<file path="src/rtl/branch_ctrl.sv">
//============================================================================
// Module      : branch_ctrl
// Description : ID-stage control-hazard sequencer. Holds ID while branch
//               operands are still in flight, then issues a one-cycle
//               registered PC redirect that squashes IF/ID and ID/EX.
//               Also counts taken redirects and keeps a sticky error flag.
// Revision    : 1.0 - initial release
//============================================================================
`default_nettype none

module branch_ctrl #(
  parameter int PC_W      = 32,
  parameter int STALL_MAX = 2,
  parameter int CNT_W     = 16
) (
  input  logic              clk,
  input  logic              rst_n,
  input  logic              id_valid,
  input  logic              id_beq,
  input  logic              id_bne,
  input  logic              id_blez,
  input  logic              id_jump,
  input  logic [PC_W-1:0]   id_pc,
  input  logic [15:0]       id_imm,
  input  logic [25:0]       id_jtarget,
  input  logic              hz_ex,
  input  logic              hz_mem_load,
  input  logic              condi_suc,
  output logic              stall_id,
  output logic              flush_if,
  output logic              flush_id,
  output logic              pc_redirect,
  output logic [PC_W-1:0]   pc_target,
  output logic              busy,
  output logic              hz_err,
  output logic [CNT_W-1:0]  taken_cnt
);

  localparam logic [1:0] c_IDLE  = 2'd0;
  localparam logic [1:0] c_WAIT  = 2'd1;
  localparam logic [1:0] c_REDIR = 2'd2;

  // One spare bit so the counter can pass STALL_MAX before saturating.
  localparam int                  c_WAIT_W    = $clog2(STALL_MAX + 1) + 1;
  localparam logic [c_WAIT_W-1:0] c_STALL_MAX = c_WAIT_W'(STALL_MAX);
  localparam logic [c_WAIT_W-1:0] c_WAIT_SAT  = '1;
  localparam logic [CNT_W-1:0]    c_CNT_SAT   = '1;

  logic [1:0]          r_state;
  logic [1:0]          w_next;
  logic [c_WAIT_W-1:0] r_wait_cnt;
  logic                r_redir;
  logic [PC_W-1:0]     r_target;
  logic                r_hz_err;
  logic [CNT_W-1:0]    r_taken_cnt;

  logic                w_is_br;
  logic                w_hz;
  logic                w_multi_br;
  logic                w_bad_decode;
  logic                w_wait_overrun;
  logic [PC_W-1:0]     w_pc4;
  logic [PC_W-1:0]     w_br_tgt;
  logic [PC_W-1:0]     w_j_tgt;
  logic [PC_W-1:0]     w_res_tgt;
  logic                w_res_take;
  logic                w_stall;
  logic                w_load;

  assign w_is_br    = id_beq | id_bne | id_blez;
  assign w_hz       = hz_ex | hz_mem_load;
  assign w_multi_br = (id_beq & id_bne) | (id_beq & id_blez) | (id_bne & id_blez);

  // Squashed instructions in REDIR are not checked for malformed decode.
  assign w_bad_decode = id_valid & (r_state != c_REDIR) &
                        ((id_jump & w_is_br) | w_multi_br);

  assign w_wait_overrun = (r_state == c_WAIT) & id_valid & w_hz &
                          (r_wait_cnt >= c_STALL_MAX);

  // Both targets wrap modulo 2^PC_W; the branch offset is in words.
  assign w_pc4    = id_pc + PC_W'(4);
  assign w_br_tgt = w_pc4 + {{(PC_W-18){id_imm[15]}}, id_imm, 2'b00};
  assign w_j_tgt  = {w_pc4[PC_W-1:28], id_jtarget, 2'b00};

  // Jump wins over any branch flag; otherwise the comparator decides.
  assign w_res_take = id_jump | condi_suc;
  assign w_res_tgt  = id_jump ? w_j_tgt : w_br_tgt;

  // Next-state, stall and target-load decode.
  always_comb begin
    w_next  = r_state;
    w_stall = 1'b0;
    w_load  = 1'b0;
    case (r_state)
      c_IDLE: begin
        if (id_valid && id_jump) begin
          w_load = 1'b1;
          w_next = c_REDIR;
        end else if (id_valid && w_is_br) begin
          if (w_hz) begin
            w_stall = 1'b1;
            w_next  = c_WAIT;
          end else if (condi_suc) begin
            w_load = 1'b1;
            w_next = c_REDIR;
          end
        end
      end
      c_WAIT: begin
        w_stall = w_hz;
        if (!id_valid) begin
          w_next = c_IDLE;
        end else if (!w_hz) begin
          if (w_res_take) begin
            w_load = 1'b1;
            w_next = c_REDIR;
          end else begin
            w_next = c_IDLE;
          end
        end
      end
      c_REDIR: w_next = c_IDLE;
      default: w_next = c_IDLE;
    endcase
  end

  // State register and operand-wait counter.
  always_ff @(posedge clk or negedge rst_n) begin
    if (!rst_n) begin
      r_state    <= c_IDLE;
      r_wait_cnt <= '0;
    end else begin
      r_state <= w_next;
      if (r_state == c_IDLE && w_next == c_WAIT) begin
        r_wait_cnt <= c_WAIT_W'(1);
      end else if (r_state == c_WAIT && w_next == c_WAIT) begin
        if (r_wait_cnt != c_WAIT_SAT) begin
          r_wait_cnt <= r_wait_cnt + c_WAIT_W'(1);
        end
      end else begin
        r_wait_cnt <= '0;
      end
    end
  end

  // Redirect pulse and target latch; the target holds outside REDIR.
  always_ff @(posedge clk or negedge rst_n) begin
    if (!rst_n) begin
      r_redir  <= 1'b0;
      r_target <= '0;
    end else begin
      r_redir <= w_load;
      if (w_load) begin
        r_target <= (r_state == c_IDLE && id_jump) ? w_j_tgt : w_res_tgt;
      end
    end
  end

  // Sticky protocol error: wait overrun or malformed decode flags.
  always_ff @(posedge clk or negedge rst_n) begin
    if (!rst_n) begin
      r_hz_err <= 1'b0;
    end else if (w_bad_decode || w_wait_overrun) begin
      r_hz_err <= 1'b1;
    end
  end

  // Saturating count of completed redirects.
  always_ff @(posedge clk or negedge rst_n) begin
    if (!rst_n) begin
      r_taken_cnt <= '0;
    end else if (r_state == c_REDIR && r_taken_cnt != c_CNT_SAT) begin
      r_taken_cnt <= r_taken_cnt + CNT_W'(1);
    end
  end

  assign stall_id    = w_stall;
  assign pc_redirect = r_redir;
  assign flush_if    = r_redir;
  assign flush_id    = r_redir;
  assign pc_target   = r_target;
  assign busy        = (r_state != c_IDLE);
  assign hz_err      = r_hz_err;
  assign taken_cnt   = r_taken_cnt;

endmodule

`default_nettype wire

</file>
<file path="config.mk">
export PLATFORM = sky130hd
export DESIGN_NAME = branch_ctrl
export DESIGN_NICKNAME = d
export VERILOG_FILES = /design/src/rtl/branch_ctrl.sv
export SDC_FILE = /design/constraint.sdc
export NUM_CORES = 1
export LEC_CHECK = 0
export ABC_AREA = 1
export BUFFER_PORTS_ARGS = -buffer_cell sky130_fd_sc_hd__clkbuf_2
export CORE_ASPECT_RATIO = 0.8
export CORE_MARGIN = 10
export CORE_UTILIZATION = 38
export CTS_CLUSTER_DIAMETER = 40
export DETAILED_ROUTE_END_ITERATION = 8
export PLACE_DENSITY = 0.7
export SETUP_SLACK_MARGIN = 0.2
export SKIP_CTS_REPAIR_TIMING = 1
export SYNTH_ARGS = -nofsm -noshare
export SYNTH_HDL_FRONTEND = slang
export SYNTH_SLANG_ARGS = --single-unit
export TNS_END_PERCENT = 30
</file>
<file path="constraint.sdc">
create_clock -name clk -period 1.98 [get_ports clk]
set_input_delay 0.396 -clock clk [delete_from_list [all_inputs] [get_ports clk]]
set_output_delay 0.396 -clock clk [all_outputs]
set_load 0.005 [all_outputs]
</file>
==> results.sh <==
export IMPL_highest_layer="met4"
export IMPL_cts_root_buf="clkbuf_16"
export IMPL_seq_area_um2=1380
export IMPL_crit_type="primary input to register"
export IMPL_final_cell_count_no_fill=1327
export IMPL_drive_above_1_share=0.462
export IMPL_die_h_um=126
export IMPL_ys_warn_count=0
export IMPL_drcViolationCount=0
export IMPL_hold_path_class="primary input to async pin"
export IMPL_coreArea_um2=13700
export IMPL_port_buffers=137
export IMPL_finalNetCount=1270
export IMPL_track_usage=0.183
export IMPL_period_needed_ns=2.61
export IMPL_synth_xor_area_share=0.0832
export IMPL_fp_dieArea_um2=19300
export IMPL_die_w_um=153
export IMPL_first_global_vias=6348
export IMPL_maxSlewViolCount=0
export IMPL_cts_tree="done"
export IMPL_setup_viol=26
export IMPL_syn_avg_cell_area_um2=6.25
export IMPL_synthMuxAreaShare=0
export IMPL_critical_path_slowest_cell="ha_2"
export IMPL_violations="setup timing"
export IMPL_post_route_cell_area_um2=8800
export IMPL_met1_length_mm=9.06
export IMPL_leakagePower_nw=4.64
export IMPL_htreeDepth=2
export IMPL_crit_fanout=5
export IMPL_outcome="finished, violations left"
export IMPL_vias_per_cell=5.03
export IMPL_ys_types=32
export IMPL_maxCapViolCount=0
export IMPL_rows=38
export IMPL_grt_setup_unrepaired="yes"
export IMPL_cpPeakStageDelay_ns=0.36
export IMPL_worst_pin_slew_ns=0.374
export IMPL_post_dp_cell_area_um2=7370
export IMPL_powerDensity_nw_per_um2=581
export IMPL_pre_cts_ws_ns=-0.941
export IMPL_clock_latency_ns=0.29
export IMPL_path_cells="buf_8 > nand2_4 > nor2_4 > nand2_4 > buf_4 > nor3_4 > xor2_1 > ha_2 > a21oi_4 > o21ai_2 > nand3b_1 > buf_4 > nand2_1 > nand2_1 > nand2_1 > nand3_2 > a21oi_2"
export IMPL_grt_pass1_wl_mm=30.1
export IMPL_firstDrtPassIters=6
export IMPL_cp_required_ns=2.21
export IMPL_syn_area_um2=5370
export IMPL_cp_start_kind="primary input"
export IMPL_arrival_ns=2.84
export IMPL_route_met3_wl_mm=1.42
export IMPL_wl_mm=21.2
export IMPL_io_pins=138
export IMPL_clk_pin_slew_ns=0.07
export IMPL_dp_cells=1290
export IMPL_multiInputGateArea_um2=4640
export IMPL_grt_max_degree=56
export IMPL_antenna_left=0
export IMPL_syn_nets=984
export IMPL_antenna_found_initial=0
export IMPL_synth_cells=860
export IMPL_num_vias=6669
export IMPL_clk_path_buf_depth=2
export IMPL_area_delta_synth_final_pct=63.9
export IMPL_crit_path_end_kind="register"
export IMPL_critPathMostFrequentCell="nand2_1"
export IMPL_met2_length_mm=10.5
export IMPL_diodes=0
export IMPL_final_common_cell="nand2_1"
export IMPL_cts_buffers=5
export IMPL_drt_initial_drc_count=498
export IMPL_slew_headroom=0.750
export IMPL_hpwl_mm=15.5
export IMPL_ys_seq_area_frac=0.256
export IMPL_finalClockSkew_ns=0.00807
export IMPL_synth_seq_cells=55
export IMPL_period_share=1.32
export IMPL_synthAdderAreaFrac=0.0946
export IMPL_avgRoutedWirePerCell_um=16.0
export IMPL_synth_top_family_by_area="simple AND/OR/NAND/NOR gates"
export IMPL_fin_ws_ns=-0.632
export IMPL_yosys_area_share_simple=0.384
export IMPL_clock_sinks=55
export IMPL_fmax_mhz=383
export IMPL_gp_congestion=0.935
export IMPL_synth_compound_area_share=0.0953
export IMPL_n_fill_cell=1153
export IMPL_initial_core_util=0.392
export IMPL_final_hold_viol_count=0
export IMPL_gr_total_overflow=0
export IMPL_mostFrequentLayoutCells="222 x nand2_1, 150 x buf_4, 126 x clkbuf_2"
export IMPL_utilization=0.643
export IMPL_ir_drop_mv=0.566
==> cell usage after synthesis, drive strengths merged <==
master	number	area share
fa	1	0.0037
ha	39	0.091
nand3	67	0.062
and2	2	0.0023
nand2	294	0.21
inv	105	0.073
o21bai	5	0.0070
and3	2	0.0023
or2	3	0.0035
xnor2	28	0.046
xor2	23	0.038
a21oi	51	0.048
nor2	105	0.076
nand4	10	0.012
a31oi	3	0.0035
buf	7	0.0079
nor4	4	0.0047
a22oi	1	0.0014
a211oi	2	0.0028
o2111ai	1	0.0016
clkbuf	8	0.0056
nor3	12	0.011
o21ai	27	0.027
nand3b	2	0.0028
a21o	3	0.0042
dfrtp	55	0.26
==> metrics by stage <==
stage                     TNS, ns  power [W]  hold WS (ns)
after floorplan             -6.21    0.00260         0.100
after global routing       -14.59    0.00549         0.106
after detailed placement   -19.98    0.00361         0.419
after CTS                  -11.69    0.00468         0.101
final                      -11.51    0.00512        0.0896
after global placement     -18.71    0.00357         0.419
==> power by group <==
group | internal (W) | switching, W | leakage (nW)
Combinational | 0.00114 | 0.00132 | 3.87
Sequential | 0.00140 | 0.000211 | 0.683
Clock | 0.000637 | 0.000410 | 0.0875
Total | 0.00317 | 0.00194 | 4.64
==> final timing paths <==
kind                                                start                         to  slack (ns)  cells past startpoint
worst max-delay path                             id_pc[3]  pc_target[30]$_DFFE_PN0P_       -0.63                     17
worst min-delay path                                rst_n   pc_target[1]$_DFFE_PN0P_        0.09                      2
worst max register to register   taken_cnt[7]$_DFFE_PN0P_  taken_cnt[13]$_DFFE_PN0P_        0.28                     11
worst min register to register  pc_target[23]$_DFFE_PN0P_  pc_target[23]$_DFFE_PN0P_        0.48                      2
max in group asynchronous                           rst_n   taken_cnt[3]$_DFFE_PN0P_        1.61                      2
min in group clk                                 id_pc[1]   pc_target[1]$_DFFE_PN0P_        0.33                      3
==> flip-flops by register name (all words and copies together) (netlist names) <==
name / flops
pc_target: 32
flush_id: 1
hz_err: 1
r_wait_cnt: 3
taken_cnt: 16
r_state: 2
==> kinds of logic (layout without fill, tap and decap cells) <==
logic type                 count (synthesis)  count (layout)
AOI/OAI and AO/OA                         93              93
xor gates and xnor gates                  51              51
adders and majority gates                 40              40
buffers and inverters                    120             407
DFF                                       55              55
and+or+nand+nor                          501             501
==> routing by layer <==
| metal | up-vias | global-route usage |
|---|---|---|
| met1 | 3077 | 0.239 |
| met2 | 253 | 0.305 |
| li1 | 3309 | - |
| met4 | 0 | 0.0274 |
| met3 | 30 | 0.0436 |
| met5 | - | 0 |
==> final cells by class <==
type	instances	area share
Clock buffer	6	0.0158
Clock inverter	2	0.00441
Inverter	105	0.0459
Multi-Input combinational cell	685	0.527
Sequential cell	55	0.156
Tap cell	180	0.0256
Timing Repair Buffer	294	0.225
==> critical path: cells and delay by family <==
kind,cells,cell delay [ns]
and+or+nand+nor,9,1.02
buffers and inverters,3,0.45
AOI/OAI and AO/OA,3,0.41
adders and majority gates,1,0.36
xor gates and xnor gates,1,0.20
(Power assumes the default switching activity.)
